`config.mk`:
```
export PLATFORM = sky130hd
export DESIGN_NAME = amm_burst_writer_flat
export DESIGN_NICKNAME = d
export VERILOG_FILES = /design/src/rtl/amm_burst_writer_pkg.sv /design/src/rtl/amm_burst_writer_if.sv /design/src/rtl/amm_burst_writer_data_gen_rnd.sv /design/src/rtl/amm_burst_writer.sv /design/src/flat_wrapper.sv
export SDC_FILE = /design/constraint.sdc
export NUM_CORES = 1
export LEC_CHECK = 0
export CORE_UTILIZATION = 47
export DETAILED_ROUTE_END_ITERATION = 10
export HOLD_SLACK_MARGIN = 0.1
export PLACE_DENSITY = 0.85
export SYNTH_ARGS = -nofsm -noshare
export SYNTH_HDL_FRONTEND = slang
export SYNTH_SLANG_ARGS = --single-unit
```
`constraint.sdc`:
```
create_clock -name clk -period 4.57 [get_ports clk]
set_input_delay 0.914 -clock clk [delete_from_list [all_inputs] [get_ports clk]]
set_output_delay 0.914 -clock clk [all_outputs]
set_load 0.02 [all_outputs]
```
`src/rtl/amm_burst_writer_pkg.sv`:
```
// Shared settings, descriptor type and LFSR helpers for the memory checker
// write and read sides.
package amm_burst_writer_pkg;

    localparam int    AMM_DATA_W    = 128;
    localparam int    AMM_ADDR_W    = 12;
    localparam int    AMM_BURST_W   = 11;
    localparam string ADDR_TYPE     = "BYTE";

    localparam int    BYTE_PER_WORD = AMM_DATA_W / 8;
    localparam int    BYTE_ADDR_W   = $clog2(BYTE_PER_WORD);
    localparam int    WORD_ADDR_W   = AMM_ADDR_W - BYTE_ADDR_W;

    // An all-zero LFSR state never leaves zero, so a zero seed is replaced.
    localparam logic [7:0] LFSR_SEED_FIX = 8'hFF;

    typedef enum logic {
        PTRN_FIX = 1'b0,
        PTRN_RND = 1'b1
    } data_ptrn_t;

    typedef struct packed {
        logic [WORD_ADDR_W-1:0]   word_address;
        logic [AMM_BURST_W-1:0]   burst_word_count;
        logic [BYTE_PER_WORD-1:0] start_mask;
        logic [BYTE_PER_WORD-1:0] end_mask;
        data_ptrn_t               data_ptrn_type;
        logic [7:0]               data_ptrn;
    } pkt_struct_t;

    function automatic logic [7:0] lfsr8_step(input logic [7:0] s);
        return {s[6:0], s[7] ^ s[5] ^ s[4] ^ s[3]};
    endfunction

    function automatic logic [7:0] lfsr8_seed(input logic [7:0] seed);
        return (seed == 8'h00) ? LFSR_SEED_FIX : seed;
    endfunction

endpackage

```
`src/rtl/amm_burst_writer_if.sv`:
```
// Descriptor stream plus Avalon-MM write channel of the burst writer.
interface amm_burst_writer_if;
    import amm_burst_writer_pkg::*;

    pkt_struct_t              pkt;
    logic                     pkt_valid;
    logic                     pkt_ready;

    logic [AMM_ADDR_W-1:0]    address;
    logic                     write;
    logic [AMM_DATA_W-1:0]    writedata;
    logic [BYTE_PER_WORD-1:0] byteenable;
    logic [AMM_BURST_W-1:0]   burstcount;
    logic                     waitrequest;

    modport master (
        input  pkt, pkt_valid, waitrequest,
        output pkt_ready, address, write, writedata, byteenable, burstcount
    );

    modport slave (
        output pkt, pkt_valid, waitrequest,
        input  pkt_ready, address, write, writedata, byteenable, burstcount
    );

endinterface

```
`src/rtl/amm_burst_writer_data_gen_rnd.sv`:
```
// LFSR data generator: one byte per LFSR step, a full word of steps unrolled
// per beat. Also instantiated by the read checker to regenerate the data.
module amm_burst_writer_data_gen_rnd
    import amm_burst_writer_pkg::*;
#(
    parameter int DATA_W = AMM_DATA_W
) (
    input  logic              clk,
    input  logic              rst,
    input  logic              load,
    input  logic [7:0]        seed,
    input  logic              advance,
    output logic [DATA_W-1:0] data
);

    localparam int BYTES = DATA_W / 8;

    logic [7:0] state;
    logic [7:0] walk;

    // NOTE: every variable written here gets a value before any branch or
    // loop, so no path can leave it unassigned and infer a latch.
    always_comb begin
        data = '0;
        walk = state;
        for (int i = 0; i < BYTES; i++) begin
            data[8*i +: 8] = walk;
            walk           = lfsr8_step(walk);
        end
    end

    // NOTE: sequential state uses non-blocking assignments only, so every
    // register samples pre-edge values regardless of block ordering.
    always_ff @(posedge clk) begin
        if (rst) begin
            state <= '0;
        end else if (load) begin
            state <= lfsr8_seed(seed);
        end else if (advance) begin
            state <= walk;
        end
    end

endmodule

```
`src/rtl/amm_burst_writer.sv`:
```
// Avalon-MM write master: turns one descriptor into one masked write burst
// carrying fixed-pattern or LFSR data.
module amm_burst_writer #(
    parameter int    AMM_DATA_W  = amm_burst_writer_pkg::AMM_DATA_W,
    parameter int    AMM_ADDR_W  = amm_burst_writer_pkg::AMM_ADDR_W,
    parameter int    AMM_BURST_W = amm_burst_writer_pkg::AMM_BURST_W,
    parameter string ADDR_TYPE   = amm_burst_writer_pkg::ADDR_TYPE
) (
    input  logic               clk,
    input  logic               rst,
    amm_burst_writer_if.master bus,
    output logic               busy,
    output logic               burst_done,
    output logic [31:0]        beat_cnt
);
    import amm_burst_writer_pkg::*;

    localparam int BPW       = AMM_DATA_W / 8;
    localparam int ADDR_B_W  = $clog2(BPW);
    localparam bit WORD_ADDR = (ADDR_TYPE == "WORD");

    localparam logic [0:0] ST_IDLE  = 1'b0;
    localparam logic [0:0] ST_WRITE = 1'b1;

    localparam logic [AMM_BURST_W-1:0] ONE_BEAT  = AMM_BURST_W'(1);
    localparam logic [AMM_BURST_W-1:0] TWO_BEATS = AMM_BURST_W'(2);

    logic [0:0]             state;
    logic [AMM_BURST_W-1:0] beats_left;
    logic [BPW-1:0]         end_mask_q;
    data_ptrn_t             ptrn_type_q;
    logic [7:0]             ptrn_q;

    logic                   pkt_acc;
    logic                   beat_acc;
    logic                   desc_load;
    logic [AMM_ADDR_W-1:0]  start_addr;
    logic [AMM_DATA_W-1:0]  rnd_data;

    assign pkt_acc   = bus.pkt_valid && bus.pkt_ready;
    assign beat_acc  = bus.write && !bus.waitrequest;
    assign desc_load = (state == ST_IDLE) && pkt_acc
                       && (bus.pkt.burst_word_count != '0);

    always_comb begin
        start_addr = AMM_ADDR_W'(bus.pkt.word_address);
        if (!WORD_ADDR) begin
            start_addr = start_addr << ADDR_B_W;
        end
    end

    amm_burst_writer_data_gen_rnd #(
        .DATA_W (AMM_DATA_W)
    ) u_data_gen_rnd (
        .clk     (clk),
        .rst     (rst),
        .load    (desc_load),
        .seed    (bus.pkt.data_ptrn),
        .advance (beat_acc),
        .data    (rnd_data)
    );

    // Data is held in registers (LFSR state, pattern) so it is stable under
    // waitrequest without a separate data register.
    assign bus.writedata = (ptrn_type_q == PTRN_RND) ? rnd_data : {BPW{ptrn_q}};

    always_ff @(posedge clk) begin
        if (rst) begin
            state          <= ST_IDLE;
            beats_left     <= '0;
            end_mask_q     <= '0;
            ptrn_type_q    <= PTRN_FIX;
            ptrn_q         <= '0;
            bus.pkt_ready  <= 1'b0;
            bus.write      <= 1'b0;
            bus.address    <= '0;
            bus.byteenable <= '0;
            bus.burstcount <= '0;
            busy           <= 1'b0;
            burst_done     <= 1'b0;
            beat_cnt       <= '0;
        end else begin
            burst_done <= 1'b0;

            if (beat_acc && (beat_cnt != '1)) begin
                beat_cnt <= beat_cnt + 32'd1;
            end

            case (state)
                ST_IDLE: begin
                    bus.pkt_ready <= 1'b1;
                    if (desc_load) begin
                        state          <= ST_WRITE;
                        bus.pkt_ready  <= 1'b0;
                        bus.write      <= 1'b1;
                        busy           <= 1'b1;
                        bus.address    <= start_addr;
                        bus.burstcount <= bus.pkt.burst_word_count;
                        beats_left     <= bus.pkt.burst_word_count;
                        end_mask_q     <= bus.pkt.end_mask;
                        ptrn_type_q    <= bus.pkt.data_ptrn_type;
                        ptrn_q         <= bus.pkt.data_ptrn;
                        bus.byteenable <= (bus.pkt.burst_word_count == ONE_BEAT)
                                          ? (bus.pkt.start_mask & bus.pkt.end_mask)
                                          : bus.pkt.start_mask;
                    end
                end

                ST_WRITE: begin
                    if (beat_acc) begin
                        if (beats_left == ONE_BEAT) begin
                            state         <= ST_IDLE;
                            bus.write     <= 1'b0;
                            busy          <= 1'b0;
                            burst_done    <= 1'b1;
                            bus.pkt_ready <= 1'b1;
                        end else begin
                            beats_left     <= beats_left - ONE_BEAT;
                            bus.byteenable <= (beats_left == TWO_BEATS) ? end_mask_q : '1;
                        end
                    end
                end

                default: state <= ST_IDLE;
            endcase
        end
    end

endmodule

```
`src/flat_wrapper.sv`:
```
// flat-port wrapper written by rule: the top's interface ports become plain ports
module amm_burst_writer_flat import amm_burst_writer_pkg::*;
#(
    parameter int    AMM_DATA_W  = amm_burst_writer_pkg::AMM_DATA_W,
    parameter int    AMM_ADDR_W  = amm_burst_writer_pkg::AMM_ADDR_W,
    parameter int    AMM_BURST_W = amm_burst_writer_pkg::AMM_BURST_W,
    parameter string ADDR_TYPE   = amm_burst_writer_pkg::ADDR_TYPE
)
  (clk, rst, busy, burst_done, beat_cnt, bus_pkt, bus_pkt_valid, bus_waitrequest, bus_pkt_ready, bus_address, bus_write, bus_writedata, bus_byteenable, bus_burstcount);
  amm_burst_writer_if bus_i ();
  input  logic clk;
  input  logic rst;
  output logic busy;
  output logic burst_done;
  output logic [31:0] beat_cnt;
  input wire logic [$bits(bus_i.pkt)-1:0] bus_pkt;
  input wire logic [$bits(bus_i.pkt_valid)-1:0] bus_pkt_valid;
  input wire logic [$bits(bus_i.waitrequest)-1:0] bus_waitrequest;
  output wire logic [$bits(bus_i.pkt_ready)-1:0] bus_pkt_ready;
  output wire logic [$bits(bus_i.address)-1:0] bus_address;
  output wire logic [$bits(bus_i.write)-1:0] bus_write;
  output wire logic [$bits(bus_i.writedata)-1:0] bus_writedata;
  output wire logic [$bits(bus_i.byteenable)-1:0] bus_byteenable;
  output wire logic [$bits(bus_i.burstcount)-1:0] bus_burstcount;
  assign bus_i.pkt = bus_pkt;
  assign bus_i.pkt_valid = bus_pkt_valid;
  assign bus_i.waitrequest = bus_waitrequest;
  assign bus_pkt_ready = bus_i.pkt_ready;
  assign bus_address = bus_i.address;
  assign bus_write = bus_i.write;
  assign bus_writedata = bus_i.writedata;
  assign bus_byteenable = bus_i.byteenable;
  assign bus_burstcount = bus_i.burstcount;
  amm_burst_writer #(.AMM_DATA_W(AMM_DATA_W), .AMM_ADDR_W(AMM_ADDR_W), .AMM_BURST_W(AMM_BURST_W), .ADDR_TYPE(ADDR_TYPE)) u_core (.clk(clk), .rst(rst), .bus(bus_i), .busy(busy), .burst_done(burst_done), .beat_cnt(beat_cnt));
endmodule
```
==> results.json <==
{
  "rsz0062_at_grt": "false",
  "numCtsBuffers": 17,
  "die_h_um": 118,
  "cp_max_fo": 8,
  "cts-hold-fix-buffers": 0,
  "synth_fa_ha_area_share_pct": 0.788,
  "worst_slack_ns": 0.946,
  "gr-total-overflow": 0,
  "maxCapViolCount": 0,
  "outcome": "finished clean",
  "period_share_pct": 79.3,
  "ys_types": 58,
  "htree_levels": 4,
  "viasPerCell": 5.52,
  "critPathBufInv": 1,
  "synth-warning-count": 0,
  "syn_area_per_cell_um2": 7.21,
  "end_kind": "primary output",
  "placementRows": 42,
  "die-area_um2": 14000,
  "worstPathArrival_ns": 2.71,
  "fmax_mhz": 276,
  "synth_compound_area_share_pct": 19.2,
  "startpoint_type": "flop",
  "synth_top_family_by_area": "simple AND/OR/NAND/NOR gates",
  "gp_congestion": 0.890,
  "final_nets": 1164,
  "ys.flop_type": "dfxtp_1",
  "ioPinCount": 267,
  "cpMaxStageDelayCell": "clkdlybuf4s50_1",
  "crit_family": "XOR/XNOR gates",
  "finalCriticalPeriod_ns": 3.62,
  "synth_mux_area_share_pct": 1.50,
  "place_ws_ns": 1.08,
  "p_leak_uw": 0.00406,
  "netlist_area_um2": 6350,
  "area_growth_syn_to_layout_pct": 50.1,
  "nFillCells": 1095,
  "initial_core_util_pct": 48.2,
  "die_x_um": 118,
  "cts_root_buf": "clkbuf_16",
  "synth_xor_area_share_pct": 5.79,
  "powerDensity_nw_per_um2": 348,
  "tns_ns": 0,
  "synth_edf_count": 0,
  "wl_per_cell_um": 16.5,
  "hold_viol_final": 0,
  "finalMaxSlewViolations": 0,
  "setup_viol": 0,
  "cts_sinks": 115,
  "drcViolationCount": 0,
  "ys_seq_area_share_pct": 36.2,
  "clock_latency_ns": 0.41,
  "io_buffer_count": 262,
  "grt_max_degree": 63,
  "detail_route.first_pass.iterations": 5,
  "post-route-util_pct": 72.3,
  "grtUsageTotal_pct": 30.1,
  "drt_iter0_markers": 511,
  "ys_ff_latch": 115,
  "grt_pass1_vias": 6534,
  "cts_tree": "done",
  "final_common_cell": "nand2_1",
  "post-cts-setup-buffer-count": 0,
  "synth_simple_gate_area_share_pct": 29.8,
  "clkTransAtPathRegs_ns": 0.05,
  "grt_antenna_before_repair": 0,
  "antenna_cells": 0,
  "place_hpwl_um": 14900,
  "core_area_um2": 13200,
  "drive_gt1_share_pct": 4.96,
  "cts_resized": 0,
  "num_vias": 7092,
  "grt_pass1_wl_um": 34000,
  "skew_ns": 0.0151,
  "path_cells": "xor2_1 > xnor2_1 > xnor2_1 > nand2_1 > nand2_1 > clkdlybuf4s50_1",
  "fin_hold_ws_ns": 0.448,
  "ant_nets": 0,
  "max_stage_delay_ns": 0.64,
  "crit_type": "flop to primary output",
  "hold_path_class": "flop to flop",
  "worstPathRequired_ns": 3.66,
  "final_cell_mix": "268 x nand2_1, 261 x clkdlybuf4s50_1, 115 x dfxtp_1",
  "synth-async-reset-ratio_pct": 0,
  "worst_pin_slew_ns": 1.06,
  "drt_wl_total_um": 21200,
  "cts_buffer_depth": 2,
  "relSlewSlack_pct": 29.5,
  "peakVddDrop_uv": 216,
  "synth_cells": 882
}
## cell families after synthesis
| family | count (synthesis) |
|---|---|
| compound gates | 194 |
| xor+xnor | 42 |
| fa+ha+maj | 4 |
| buf+inv | 95 |
| flops | 115 |
| mux | 9 |
| other cells | 1 |
| simple gates | 422 |
## final timing paths
| kind | from | endpoint | slack (ns) | depth (start not counted) |
|---|---|---|---|---|
| max | u_core.u_data_gen_rnd.state[1] | bus_writedata[58] | 0.95 | 6 |
| min | u_core.end_mask_q[12] | u_core.end_mask_q[12] | 0.45 | 2 |
| max reg2reg | u_core.state | u_core.beats_left[6] | 2.09 | 7 |
| min reg2reg | u_core.end_mask_q[12] | u_core.end_mask_q[12] | 0.45 | 2 |
## registers in the layout (all words and copies together) (netlist names)
signal	count
u_core.ptrn_q	8
u_core.ptrn_type_q	1
u_core.state	1
u_core.bus.burstcount	11
u_core.bus.address	8
u_core.burst_done	1
u_core.beat_cnt	32
u_core.bus.write	1
u_core.bus.byteenable	16
u_core.u_data_gen_rnd.state	8
u_core.beats_left	11
u_core.end_mask_q	16
u_core.bus.pkt_ready	1
## routing by layer
layer | part of all wire, % | wire length, µm | track usage, % | up-vias
li1 | - | - | - | 3454
met1 | 39 | 8370 | 34.6 | 3326
met2 | 52 | 11000 | 54.3 | 287
met3 | 7.1 | 1510 | 7.63 | 25
met4 | 1.6 | 334 | 9.29 | 0
met5 | 0 | 0 | 0 | -
## power breakdown
| part | total, µW | internal [µW] | leakage [µW] | switching, µW |
|---|---|---|---|---|
| sequential | 1110 | 1050 | 0.000936 | 54.7 |
| clock | 1360 | 909 | 0.000294 | 452 |
| combinational | 853 | 382 | 0.00283 | 471 |
## cells in the mapped netlist, drive strengths merged (2+ instances only)
| cell type | instances | area [µm²] |
|---|---|---|
| o211ai | 16 | 120 |
| nor3b | 2 | 15.0 |
| a311oi | 17 | 149 |
| nor3 | 8 | 40.0 |
| o21a | 3 | 22.5 |
| xnor2 | 19 | 166 |
| and3 | 4 | 25.0 |
| clkbuf | 59 | 223 |
| mux2 | 4 | 45.0 |
| o21ai | 37 | 185 |
| or4 | 10 | 78.8 |
| nor4 | 7 | 58.8 |
| buf | 20 | 138 |
| mux2i | 5 | 50.1 |
| and2 | 4 | 25.0 |
| a32o | 3 | 30.0 |
| nand2b | 10 | 62.6 |
| a21o | 3 | 22.5 |
| a31o | 3 | 26.3 |
| nand4 | 15 | 93.8 |
| a31oi | 8 | 56.3 |
| a21oi | 75 | 375 |
| nor2 | 44 | 165 |
| or3 | 12 | 75.1 |
| nand3 | 18 | 90.1 |
| ha | 4 | 50.1 |
| xor2 | 23 | 201 |
| dfxtp | 115 | 2300 |
| nand2 | 268 | 1010 |
| a21boi | 3 | 22.5 |
| nor2b | 6 | 37.5 |
| inv | 16 | 60.1 |
| or2 | 2 | 12.5 |
| and4 | 9 | 78.8 |
| a221oi | 7 | 61.3 |
| o31ai | 9 | 67.6 |
| a211oi | 3 | 22.5 |
## tightest hold or removal path: stages (launching register included)
cell and delay (ns):
dfxtp_1 0.30, nand2_1 0.05, a21oi_1 0.05
## final cells by class
cell class                      instances  area, µm²  share of cell area, %
Sequential cell                       115       2300                   24.1
Timing Repair Buffer                  271       2690                   28.2
Inverter                               16       60.1                  0.630
Clock inverter                          9        128                   1.34
Multi-Input combinational cell        675       3660                   38.3
Clock buffer                           22        484                   5.08
Tap cell                              176        220                   2.31
## through the flow
step / total power [µW] / cells / instance area, µm²
global route: 3450 / 1284 / 9540
global placement: 1960 / 1253 / 8930
finish: 3320 / 1284 / 9540
floorplan: 1610 / 885 / 6370
detailed placement: 1980 / 1253 / 8930
CTS: 3340 / 1284 / 9540
Power figures use the tool's default switching activity.
